`src/rtl/gerador_de_periodo_pkg.sv`:
```
// gerador_de_periodo_pkg: state encoding and default width shared by
// the period generator and the period-measurement block.
package gerador_de_periodo_pkg;

  localparam int LARGURA_PADRAO = 12;

  typedef enum logic [1:0] {
    PARADO = 2'd0,
    ALTO   = 2'd1,
    BAIXO  = 2'd2
  } estado_t;

endpackage

```
`src/rtl/gerador_de_periodo_if.sv`:
```
// gerador_de_periodo_if: config/control inputs and waveform/status
// outputs of the period generator. master drives, slave generates.
interface gerador_de_periodo_if
  import gerador_de_periodo_pkg::*;
#(
  parameter int LARGURA = LARGURA_PADRAO
) ();

  logic [LARGURA-1:0] periodo;
  logic [LARGURA-1:0] largura;
  logic               carregar;
  logic               habilita;
  logic               sinal;
  logic               ocupado;
  logic [LARGURA-1:0] ciclos_gerados;
  logic               erro_config;

  modport master (
    output periodo,
    output largura,
    output carregar,
    output habilita,
    input  sinal,
    input  ocupado,
    input  ciclos_gerados,
    input  erro_config
  );

  modport slave (
    input  periodo,
    input  largura,
    input  carregar,
    input  habilita,
    output sinal,
    output ocupado,
    output ciclos_gerados,
    output erro_config
  );

endinterface

```
`src/rtl/gerador_config.sv`:
```
// gerador_config: validates loads, holds pending and active config.
// Ports: clock/reset; periodo_i/largura_i/carregar_i load request;
// parado_i (FSM idle), fronteira_i (BAIXO->ALTO edge); active
// periodo_o/largura_o/valido_o and sticky erro_o.
module gerador_config
  import gerador_de_periodo_pkg::*;
#(
  parameter int LARGURA = LARGURA_PADRAO
) (
  input  logic               clock,
  input  logic               reset,
  input  logic [LARGURA-1:0] periodo_i,
  input  logic [LARGURA-1:0] largura_i,
  input  logic               carregar_i,
  input  logic               parado_i,
  input  logic               fronteira_i,
  output logic [LARGURA-1:0] periodo_o,
  output logic [LARGURA-1:0] largura_o,
  output logic               valido_o,
  output logic               erro_o
);

  logic [LARGURA-1:0] pend_per_q, pend_per_d;
  logic [LARGURA-1:0] pend_lar_q, pend_lar_d;
  logic               pend_val_q, pend_val_d;
  logic [LARGURA-1:0] at_per_q, at_per_d;
  logic [LARGURA-1:0] at_lar_q, at_lar_d;
  logic               at_val_q, at_val_d;
  logic               erro_q, erro_d;
  logic               valida;
  logic               aceita;

  // largura < periodo already implies largura <= periodo-1
  assign valida = (periodo_i >= LARGURA'(2))
               && (largura_i != '0)
               && (largura_i < periodo_i);
  assign aceita = carregar_i && valida;

  always_comb begin
    pend_per_d = pend_per_q;
    pend_lar_d = pend_lar_q;
    pend_val_d = pend_val_q;
    at_per_d   = at_per_q;
    at_lar_d   = at_lar_q;
    at_val_d   = at_val_q;
    erro_d     = erro_q;
    if (carregar_i) begin
      erro_d = !valida;
    end
    if (parado_i) begin
      // idle: a new load (or a leftover pending one) goes live now
      if (aceita) begin
        at_per_d   = periodo_i;
        at_lar_d   = largura_i;
        at_val_d   = 1'b1;
        pend_val_d = 1'b0;
      end else if (pend_val_q) begin
        at_per_d   = pend_per_q;
        at_lar_d   = pend_lar_q;
        at_val_d   = 1'b1;
        pend_val_d = 1'b0;
      end
    end else begin
      // running: promote first, so a load on the boundary
      // edge waits for the next one
      if (fronteira_i && pend_val_q) begin
        at_per_d   = pend_per_q;
        at_lar_d   = pend_lar_q;
        at_val_d   = 1'b1;
        pend_val_d = 1'b0;
      end
      if (aceita) begin
        pend_per_d = periodo_i;
        pend_lar_d = largura_i;
        pend_val_d = 1'b1;
      end
    end
  end

  always_ff @(posedge clock or posedge reset) begin
    if (reset) begin
      pend_per_q <= '0;
      pend_lar_q <= '0;
      pend_val_q <= 1'b0;
      at_per_q   <= '0;
      at_lar_q   <= '0;
      at_val_q   <= 1'b0;
      erro_q     <= 1'b0;
    end else begin
      pend_per_q <= pend_per_d;
      pend_lar_q <= pend_lar_d;
      pend_val_q <= pend_val_d;
      at_per_q   <= at_per_d;
      at_lar_q   <= at_lar_d;
      at_val_q   <= at_val_d;
      erro_q     <= erro_d;
    end
  end

  assign periodo_o = at_per_q;
  assign largura_o = at_lar_q;
  assign valido_o  = at_val_q;
  assign erro_o    = erro_q;

endmodule

```
`src/rtl/gerador_de_periodo.sv`:
```
// gerador_de_periodo: programmable square-wave generator.
// Ports: clock, reset (async, active high); bus (slave): periodo,
// largura, carregar, habilita in; sinal, ocupado, ciclos_gerados,
// erro_config out.
module gerador_de_periodo
  import gerador_de_periodo_pkg::*;
#(
  parameter int LARGURA = LARGURA_PADRAO
) (
  input  logic           clock,
  input  logic           reset,
  gerador_de_periodo_if.slave bus
);

  estado_t            estado_q, estado_d;
  logic [LARGURA-1:0] cont_q, cont_d;
  logic [LARGURA-1:0] ciclos_q, ciclos_d;
  logic               sinal_q, sinal_d;
  logic               ocupado_q, ocupado_d;

  logic [LARGURA-1:0] cfg_per;
  logic [LARGURA-1:0] cfg_lar;
  logic               cfg_val;
  logic               cfg_erro;
  logic               fim_alto;
  logic               fim_periodo;
  logic               fronteira;

  // cont_q counts cycles elapsed within the current period
  assign fim_alto    = (cont_q == cfg_lar - LARGURA'(1));
  assign fim_periodo = (cont_q == cfg_per - LARGURA'(1));
  assign fronteira   = (estado_q == BAIXO) && fim_periodo
                    && bus.habilita;

  gerador_config #(
    .LARGURA (LARGURA)
  ) u_config (
    .clock       (clock),
    .reset       (reset),
    .periodo_i   (bus.periodo),
    .largura_i   (bus.largura),
    .carregar_i  (bus.carregar),
    .parado_i    (estado_q == PARADO),
    .fronteira_i (fronteira),
    .periodo_o   (cfg_per),
    .largura_o   (cfg_lar),
    .valido_o    (cfg_val),
    .erro_o      (cfg_erro)
  );

  always_ff @(posedge clock or posedge reset) begin
    if (reset) begin
      estado_q  <= PARADO;
      cont_q    <= '0;
      ciclos_q  <= '0;
      sinal_q   <= 1'b0;
      ocupado_q <= 1'b0;
    end else begin
      estado_q  <= estado_d;
      cont_q    <= cont_d;
      ciclos_q  <= ciclos_d;
      sinal_q   <= sinal_d;
      ocupado_q <= ocupado_d;
    end
  end

  always_comb begin
    estado_d = estado_q;
    cont_d   = cont_q;
    ciclos_d = ciclos_q;
    unique case (estado_q)
      PARADO: begin
        cont_d = '0;
        if (bus.habilita && cfg_val) begin
          estado_d = ALTO;
        end
      end
      ALTO: begin
        if (!bus.habilita) begin
          estado_d = PARADO;
          cont_d   = '0;
        end else begin
          cont_d = cont_q + LARGURA'(1);
          if (fim_alto) begin
            estado_d = BAIXO;
          end
        end
      end
      BAIXO: begin
        if (fim_periodo) begin
          // full period done, whether continuing or stopping
          ciclos_d = ciclos_q + LARGURA'(1);
          cont_d   = '0;
          estado_d = bus.habilita ? ALTO : PARADO;
        end else if (!bus.habilita) begin
          estado_d = PARADO;
          cont_d   = '0;
        end else begin
          cont_d = cont_q + LARGURA'(1);
        end
      end
      default: begin
        estado_d = PARADO;
        cont_d   = '0;
      end
    endcase
  end

  always_comb begin
    sinal_d   = (estado_d == ALTO);
    ocupado_d = (estado_d != PARADO);
  end

  assign bus.sinal          = sinal_q;
  assign bus.ocupado        = ocupado_q;
  assign bus.ciclos_gerados = ciclos_q;
  assign bus.erro_config    = cfg_erro;

endmodule

```
`src/flat_wrapper.sv`:
```
// flat-port wrapper written by rule: the top's interface ports become plain ports
module gerador_de_periodo_flat import gerador_de_periodo_pkg::*;
#(
  parameter int LARGURA = LARGURA_PADRAO
)
  (clock, reset, bus_periodo, bus_largura, bus_carregar, bus_habilita, bus_sinal, bus_ocupado, bus_ciclos_gerados, bus_erro_config);
  gerador_de_periodo_if #(.LARGURA(LARGURA)) bus_i ();
  input  logic clock;
  input  logic reset;
  input wire logic [$bits(bus_i.periodo)-1:0] bus_periodo;
  input wire logic [$bits(bus_i.largura)-1:0] bus_largura;
  input wire logic [$bits(bus_i.carregar)-1:0] bus_carregar;
  input wire logic [$bits(bus_i.habilita)-1:0] bus_habilita;
  output wire logic [$bits(bus_i.sinal)-1:0] bus_sinal;
  output wire logic [$bits(bus_i.ocupado)-1:0] bus_ocupado;
  output wire logic [$bits(bus_i.ciclos_gerados)-1:0] bus_ciclos_gerados;
  output wire logic [$bits(bus_i.erro_config)-1:0] bus_erro_config;
  assign bus_i.periodo = bus_periodo;
  assign bus_i.largura = bus_largura;
  assign bus_i.carregar = bus_carregar;
  assign bus_i.habilita = bus_habilita;
  assign bus_sinal = bus_i.sinal;
  assign bus_ocupado = bus_i.ocupado;
  assign bus_ciclos_gerados = bus_i.ciclos_gerados;
  assign bus_erro_config = bus_i.erro_config;
  gerador_de_periodo #(.LARGURA(LARGURA)) u_core (.clock(clock), .reset(reset), .bus(bus_i));
endmodule
```
`config.mk`:
```
export PLATFORM = sky130hd
export DESIGN_NAME = gerador_de_periodo_flat
export DESIGN_NICKNAME = d
export VERILOG_FILES = /design/src/rtl/gerador_de_periodo_pkg.sv /design/src/rtl/gerador_de_periodo_if.sv /design/src/rtl/gerador_config.sv /design/src/rtl/gerador_de_periodo.sv /design/src/flat_wrapper.sv
export SDC_FILE = /design/constraint.sdc
export NUM_CORES = 1
export LEC_CHECK = 0
export BUFFER_PORTS_ARGS = -buffer_cell sky130_fd_sc_hd__buf_2
export CORE_MARGIN = 1
export CORE_UTILIZATION = 57
export CTS_CLUSTER_DIAMETER = 120
export DETAILED_ROUTE_END_ITERATION = 7
export GPL_TIMING_DRIVEN = 0
export HOLD_SLACK_MARGIN = 0.1
export MAX_ROUTING_LAYER = met4
export PLACE_DENSITY = 0.89
export SLEW_MARGIN = 25
export SYNTH_ARGS = -nofsm -noshare
export SYNTH_HDL_FRONTEND = slang
export SYNTH_SLANG_ARGS = --single-unit
```
`constraint.sdc`:
```
create_clock -name clock -period 6.7 [get_ports clock]
set_input_delay 0.67 -clock clock [delete_from_list [all_inputs] [get_ports clock]]
set_output_delay 0.67 -clock clock [all_outputs]
set_load 0.02 [all_outputs]
```
==> results of run 1 <==
==> cells by family after synthesis <==
kind of cell,Yosys count,share of synthesized area [%]
buffers and inverters,47,4.36
flip-flops,79,43.3
adder cells (fa/ha/maj),19,5.21
multiplexers,26,6.39
AND/OR/NAND/NOR,131,15.0
AO/OA/AOI/OAI,103,16.7
XOR/XNOR,47,9.02
==> final timing paths <==
check	startpoint	cells after the start	to	slack, ps
worst max-delay path	bus_periodo[6]	13	u_core.u_config.pend_lar_q[1]	3300
worst min-delay path	reset	2	u_core.u_config.pend_per_q[8]	310
worst max register to register	u_core.u_config.periodo_o[0]	10	u_core.u_config.largura_o[10]	3450
worst min register to register	u_core.bus.ciclos_gerados[11]	1	u_core.bus.ciclos_gerados[11]	480
max in group asynchronous	reset	3	u_core.cont_q[6]	5800
min in group clock	u_core.bus.ciclos_gerados[11]	1	u_core.bus.ciclos_gerados[11]	480
==> flip-flops by register name (all words and copies together), names as in the netlist <==
name / count
u_core.bus.ciclos_gerados: 12
u_core.cont_q: 12
u_core.u_config.largura_o: 12
u_core.u_config.pend_lar_q: 12
u_core.u_config.pend_per_q: 12
u_core.u_config.periodo_o: 12
u_core.estado_q: 2
u_core.bus.ocupado: 1
u_core.bus.sinal: 1
u_core.u_config.erro_o: 1
u_core.u_config.pend_val_q: 1
u_core.u_config.valido_o: 1
==> per-layer routing <==
layer	vias to the layer above	wire (microns)	global-route usage [%]
met5	-	0	-
met4	0	425	16.7
met3	41	722	3.85
met2	196	5470	45.9
met1	1898	4690	36.9
li1	1783	-	-
==> worst max-delay path, stage by stage <==
cell,delay (ps)
buf_2,130
inv_1,50
ha_1,280
and3_1,200
a211oi_1,210
o21ai_0,110
a31oi_1,230
nor2_1,80
nor4b_1,500
and2_1,200
clkbuf_1,290
buf_2,310
mux2_2,380
==> cell usage in the layout (no fill, tap or decap), drive strengths merged, types with 3 or more instances in the layout <==
master and instances:
dfrtp 79, buf 52, nor2 31, inv 27, o22ai 26, xor2 25, mux2 25, nand2 24
a2bb2oi 23, xnor2 22, clkbuf 22, ha 19, nor3 16, nand3 14, and3 12, a21oi 10
nor4 10, o21ai 9, a31oi 8, nand4 4, or4 3, nand3b 3, a21o 3, a2111oi 3
nor2b 3, clkinvlp 3
==> layout make-up <==
class	instances	area, sq um
Inverter	26	100
Multi-Input combinational cell	326	2390
Clock buffer	10	128
Tap cell	102	128
Clock inverter	6	70.1
Timing Repair Buffer	43	230
Fill cell	593	2610
Buffer	21	101
Sequential cell	79	1980
==> where the power goes <==
part / switching, W / internal (W)
Combinational: 0.000364 / 0.000342
Clock: 0.000193 / 0.000174
Sequential: 0.000171 / 0.000637
==> through the flow <==
| step | power [W] | utilization (%) | std cells | cell area [sq um] |
|---|---|---|---|---|
| 4_1_cts | 0.00187 | 66.3 | 613 | 5120 |
| 3_3_place_gp | 0.00143 | 63.4 | 596 | 4900 |
| 3_5_place_dp | 0.00149 | 63.7 | 597 | 4920 |
| 2_1_floorplan | 0.00130 | - | 452 | 4560 |
| 5_1_grt | 0.00198 | 66.3 | 613 | 5120 |
| 6_report | 0.00188 | 66.3 | 613 | 5120 |
==> impl_metrics.ini, run 1 <==
[outcome]
outcome = finished clean

[floorplan]
die_x_microns = 91.5
initial_core_util_pct = 59.1
coreArea_sq_um = 7730
rows = 32
io_pins = 43
dieArea_sq_um = 8370
die_y_microns = 91.5

[route]
dr.pass1.iters = 5
wl_mm = 11.3
vias = 3918
dr.first_iter.drc_count = 316
drc = 0
ant_nets = 0
via_per_inst = 6.39
wire_per_inst_microns = 18.4

[placement]
pre_cts_slack_ps = 2990
place_congestion = 0.845
io_buffers = 42
hpwlAfterDp_mm = 7.99

[sta]
hold_ws_ps = 314
slew_violations = 0
finalCritPeriodShare_pct = 50.8
finalSetupTns_ps = 0
period_minus_slack_ps = 3400
grt_setup_unrepaired = no
slew_headroom_pct = 49.7
finalSetupViolCount = 0
worst_pin_slew_ps = 749
final_hold_viol_count = 0
clock.fmax_mhz = 294
fin_worst_skew_ps = 12.4
setup_ws_ps = 3300

[power]
ir_worst_vdd_uv = 192
pwr_density_cell_nw_per_um2 = 367
cellLeakagePower_nw = 2.25

[logic_synthesis]
ys.flop_type = dfrtp_1
yosysMostFrequentCell = dfrtp_1
ys_seq_area_share_pct = 43.3
syn_nets = 499
syn-instance-count = 452
synth_area_sq_um = 4560
synth.distinct_cells = 57
yosys-top-cells-area = dfrtp_1 (43%), mux2_2 (6.2%), ha_1 (5.2%)
yosysTopAreaCellShare_pct = 43.3
synth_edf_count = 0
yosysWarnings = 0
syn-mean-instance-area_sq_um = 10.1
yosys-top-cells-count = dfrtp_1 (79), nor2_1 (30), inv_1 (26), o22ai_1 (26)
synth-seq-cells = 79
synth_top_area_cell = dfrtp_1
async_flop_share_pct = 100

[clocking]
clock-sinks = 79
htreeDepth = 3
cts_tree = yes
cts_buffers = 9
ctsResizeCount = 0
clk_path_buf_depth = 2
clock_latency_ps = 380
root_buffer = clkbuf_8
post_cts_buffers = 0
cts_hold_buf = 0
cts.clk_slew.worst_paths_ps = 90

[global_route]
antenna_found_initial = 0
grtUsageTotal_pct = 29.4
grt_pass1_wl_mm = 18.4
overflow = 0
grt_pass1_vias = 3786
grt_max_degree = 42

[cells_and_area]
n_antenna_cell = 0
layout-drive-gt1-share_pct = 20.2
area_growth_pct = 12.2
final_nets = 553

[critical_path]
worstSetupEndpointType = flop
critPathLaunchType = primary input
critical_path_class = in -> reg
worstPathMaxFanout = 10
cp.arrival_ps = 3660
cp.required_ps = 6960

[worst_hold_path]
min_path_type = in -> async

[run]
maxCapViolCount = 0
Power figures use the tool's default switching activity.
==> inputs of run 2 (changes only) <==
clock period = 3.5 ns   (was 6.7 ns; I/O delays follow)
==> impl_metrics.ini, run 2 (same netlist as run 1, synthesis figures left out) <==
[outcome]
outcome = finished clean

[sta]
finalSetupViolCount = 0
slew_headroom_pct = 51.1
fin_worst_skew_ps = 12.8
final_hold_viol_count = 0
slew_violations = 0
worst_pin_slew_ps = 728
clock.fmax_mhz = 309
finalCritPeriodShare_pct = 92.5
grt_setup_unrepaired = no
finalSetupTns_ps = 0
period_minus_slack_ps = 3240

[route]
route.met3.wl_microns = 677
top_layer = met4
drc = 0
ant_nets = 0
wire_per_inst_microns = 18.3
dr.pass1.iters = 5
wl_met1_mm = 4.71
vias = 3890
wl_met2_mm = 5.40
via_per_inst = 6.34
wl_mm = 11.3
dr.first_iter.drc_count = 316

[critical_path]
cp.arrival_ps = 3520
crit_buf_inv = 2
worstSetupEndpointType = flop
cpLargestDelayFamily = simple AND/OR/NAND/NOR gates
cp_slowest_cell = or4b_4
cp.required_ps = 3780
critical_path_class = reg -> reg
max_stage_delay_ps = 560
critPathLaunchType = flop
worstPathMaxFanout = 10
crit_chain = inv_1, ha_1, xnor2_1, or4_1, or4b_4, nor2_2, nand3_2, a22oi_4, buf_6, a2bb2oi_1

[cells_and_area]
area_growth_pct = 12.4
layout-drive-gt1-share_pct = 20.1
finalNonFillerCells = 614
stdcell_area_sq_um = 5130
final_cell_mix = dfrtp_1 (79), buf_2 (48), nor2_1 (30)
layout_commonest_cell = dfrtp_1
n_antenna_cell = 0
final_nets = 554

[placement]
place_congestion = 0.845
dpl_cell_area_sq_um = 4920
hpwlAfterDp_mm = 7.99
post-place-cells = 597
io_buffers = 42

[floorplan]
die_y_microns = 91.5
io_pins = 43
coreArea_sq_um = 7730
rows = 32
dieArea_sq_um = 8370
initial_core_util_pct = 59.1
die_x_microns = 91.5

[clocking]
cts.clk_slew.worst_paths_ps = 90
root_buffer = clkbuf_8
clk_path_buf_depth = 2
htreeDepth = 3
post_cts_buffers = 0
cts_tree = yes
cts_buffers = 9
clock-sinks = 79
clock_latency_ps = 360

[power]
totalPowerFinal_w = 0.00359
ir_worst_vdd_uv = 367
cellLeakagePower_nw = 2.26
pwr_density_cell_nw_per_um2 = 700

[global_route]
grt_pass1_vias = 3795
overflow = 0
grtUsageTotal_pct = 29.4
grt_pass1_wl_mm = 18.4
antenna_found_initial = 0
grt_max_degree = 42

[worst_hold_path]
min_path_type = in -> reg

[run]
maxCapViolCount = 0
[run 2: worst paths after layout]
path | startpoint | to | slack (ps) | cells past startpoint
max in group asynchronous | reset | u_core.cont_q[6] | 2340 | 4
min in group asynchronous | reset | u_core.u_config.pend_per_q[8] | 570 | 3
worst min-delay path | bus_carregar | u_core.u_config.erro_o | 240 | 3
worst max register to register | u_core.u_config.periodo_o[0] | u_core.u_config.largura_o[10] | 260 | 10
worst min register to register | u_core.bus.ciclos_gerados[11] | u_core.bus.ciclos_gerados[11] | 480 | 1
worst max-delay path | u_core.u_config.periodo_o[0] | u_core.u_config.largura_o[10] | 260 | 10
[run 2: metrics by stage]
step,util [%],hold WS [ps],setup WS [ps]
floorplan,-,463,658
CTS,66.4,240,280
global route,66.4,235,86.9
detailed placement,63.7,410,115
global placement,63.4,451,117
finish,66.4,236,262
[run 2: final cells by class]
cell class,count,area (sq um)
Clock buffer,10,128
Multi-Input combinational cell,326,2390
Sequential cell,79,1980
Tap cell,102,128
Clock inverter,6,70.1
Buffer,21,101
Fill cell,592,2590
Inverter,26,100
Timing Repair Buffer,44,240
[run 2: power breakdown]
| part | internal [W] | total, W | switching, W | leakage [nW] |
|---|---|---|---|---|
| logic | 0.000656 | 0.00135 | 0.000695 | 1.21 |
| clock network | 0.000333 | 0.000695 | 0.000361 | 0.0891 |
| registers | 0.00122 | 0.00155 | 0.000326 | 0.962 |
| total | 0.00221 | 0.00359 | 0.00138 | 2.26 |
[run 2: layer usage]
metal	GRT usage, %	vias up
li1	-	1772
met1	37.0	1889
met2	46.1	185
met3	3.85	44
met4	16.7	0
met5	-	-
[run 2: worst reg2reg max path, cell delays in order (launching register included)]
cell	delay [ps]
dfrtp_1	480
inv_1	80
ha_1	310
xnor2_1	120
or4_1	540
or4b_4	560
nor2_2	160
nand3_2	180
a22oi_4	360
buf_6	200
a2bb2oi_1	180
[run 2: repair_timing]
| action | 4_1_cts | 5_1_grt |
|---|---|---|
| endpoints found under the hold margin | 38 | 0 |
| hold buffers | 1 | 0 |
| resized for setup | 0 | 0 |
==> inputs of run 3 (changes only) <==
CORE_UTILIZATION = 45   (was 57)
PLACE_DENSITY = 0.75   (was 0.89)
==> impl_metrics.ini, run 3 (same netlist as run 1, synthesis figures left out) <==
[outcome]
outcome = finished clean

[global_route]
overflow = 0
antenna_found_initial = 0
grtUsageTotal_pct = 22.1
grt_max_degree = 42
grt_pass1_vias = 3582
grt_pass1_wl_mm = 17.3

[clocking]
cts_tree = yes
clock_latency_ps = 350
cts_buffers = 9
root_buffer = clkbuf_8
cts.clk_slew.worst_paths_ps = 80
clk_path_buf_depth = 2
ctsResizeCount = 0
clock-sinks = 79
htreeDepth = 3

[power]
pwr_density_cell_nw_per_um2 = 694
totalPowerFinal_w = 0.00361
power_frac_clock_pct = 21.0
ir_worst_vdd_uv = 392
cellInternalPower_w = 0.00228
p_sw_share_pct = 36.8
cellLeakagePower_nw = 2.28
p_switching_w = 0.00133
pwr-share-seq_pct = 42.6
combPwrFrac_pct = 36.5

[critical_path]
worstSetupStartpoint = u_core.u_config.periodo_o[0]
worstPathMaxFanout = 10
critPathLaunchType = flop
r2r_start = u_core.u_config.periodo_o[0]
cp.required_ps = 3770
worstSetupEndpointType = flop
cp.arrival_ps = 3470
rrSetupSlack_ps = 300
rr_worst_depth = 10
reg2reg_to = u_core.u_config.largura_o[1]
critical_path_class = reg -> reg

[floorplan]
rows = 36
initial_core_util_pct = 46.5
dieArea_sq_um = 10500
io_pins = 43
coreArea_sq_um = 9820
die_x_microns = 103
die_y_microns = 103

[sta]
slew_violations = 0
finalCritPeriodShare_pct = 91.4
clock.fmax_mhz = 313
fin_worst_skew_ps = 7.88
finalSetupViolCount = 0
period_minus_slack_ps = 3200
slew_headroom_pct = 48.8
final_hold_viol_count = 0
grt_setup_unrepaired = no
finalSetupTns_ps = 0
worst_pin_slew_ps = 763
hold_ws_ps = 243

[cells_and_area]
final_cell_mix = dfrtp_1 (79), buf_2 (48), nor2_1 (30)
finalNonFillerCells = 645
regArea_sq_um = 1980
area_growth_pct = 13.8
final_nets = 554
fillCellCount = 933
utilization_pct = 52.9
layout_commonest_cell = dfrtp_1
layout-drive-gt1-share_pct = 20.1
n_antenna_cell = 0
multi_input_area_sq_um = 2390

[placement]
hpwlAfterDp_mm = 8.10
io_buffers = 42
post-place-cells = 628
place_congestion = 0.866

[worst_hold_path]
hold-path-endpoint = u_core.u_config.erro_o
min_path_type = in -> reg
hp-start = bus_carregar
holdPathStages = 3

[route]
via_per_inst = 5.79
dr.first_iter.drc_count = 219
wire_per_inst_microns = 16.4
dr.pass1.iters = 4
drc = 0
vias = 3735
wl_mm = 10.6
ant_nets = 0

[run]
maxCapViolCount = 0
## run 3: cell count changes in the layout (fill, tap and decap cells not counted)
cell	before	now
clkinvlp_4	3	0
clkinv_2	0	1
bufinv_16	1	2
inv_6	1	2
## run 3: worst max path at each step
stage / endpoint / slack [ps]
floorplan: u_core.u_config.pend_lar_q[0] / 660
global placement: u_core.u_config.pend_per_q[6] / 80
detailed placement: u_core.u_config.pend_lar_q[3] / -30
CTS: u_core.u_config.largura_o[1] / 300
global route: u_core.u_config.pend_per_q[3] / 130
finish: u_core.u_config.largura_o[1] / 300
## run 3: metrics by stage
step	area [sq um]	worst slack (ps)
global placement	4940	84.0
global route	5190	126
finish	5190	302
detailed placement	4960	-33.4
CTS	5190	300
floorplan	4560	658
## run 3: area by class of cell
class / count / share of cell area (%)
plain buffers: 21 / 1.95
clock buffers: 10 / 2.46
multi-input cells: 326 / 46.0
well taps: 133 / 3.20
inverters: 26 / 1.93
clock inverters: 6 / 1.76
flip-flops and latches: 79 / 38.1
repair buffers: 44 / 4.63
## run 3: power groups by stage
stage               Combinational, W  Sequential, W  Clock (W)
floorplan                    0.00103        0.00146          0
global placement             0.00125        0.00152          0
detailed placement           0.00131        0.00154          0
CTS                          0.00132        0.00153   0.000762
global route                 0.00145        0.00157   0.000804
finish                       0.00132        0.00153   0.000756
## run 3: repair_timing
item | in CTS | in global routing
hold endpoints to repair | 40 | 0
buffers inserted | 0 | 0
hold buffers | 1 | 0
## run 3: critical path: stages, from the launching register on
cell and delay, ps:
dfrtp_1 480, inv_1 70, ha_1 310, xnor2_1 120, or4_1 530, or4b_4 560
nor2_2 150, nand3_2 180, a22oi_4 360, buf_6 190, a2bb2oi_1 180
## run 3: routing by layer
layer / up-vias / routed length [microns] / global-route usage, %
li1: 1770 / - / -
met1: 1835 / 4740 / 28.1
met2: 103 / 5120 / 35.0
met3: 27 / 469 / 4.07
met4: 0 / 240 / 8.35
met5: - / 0 / -
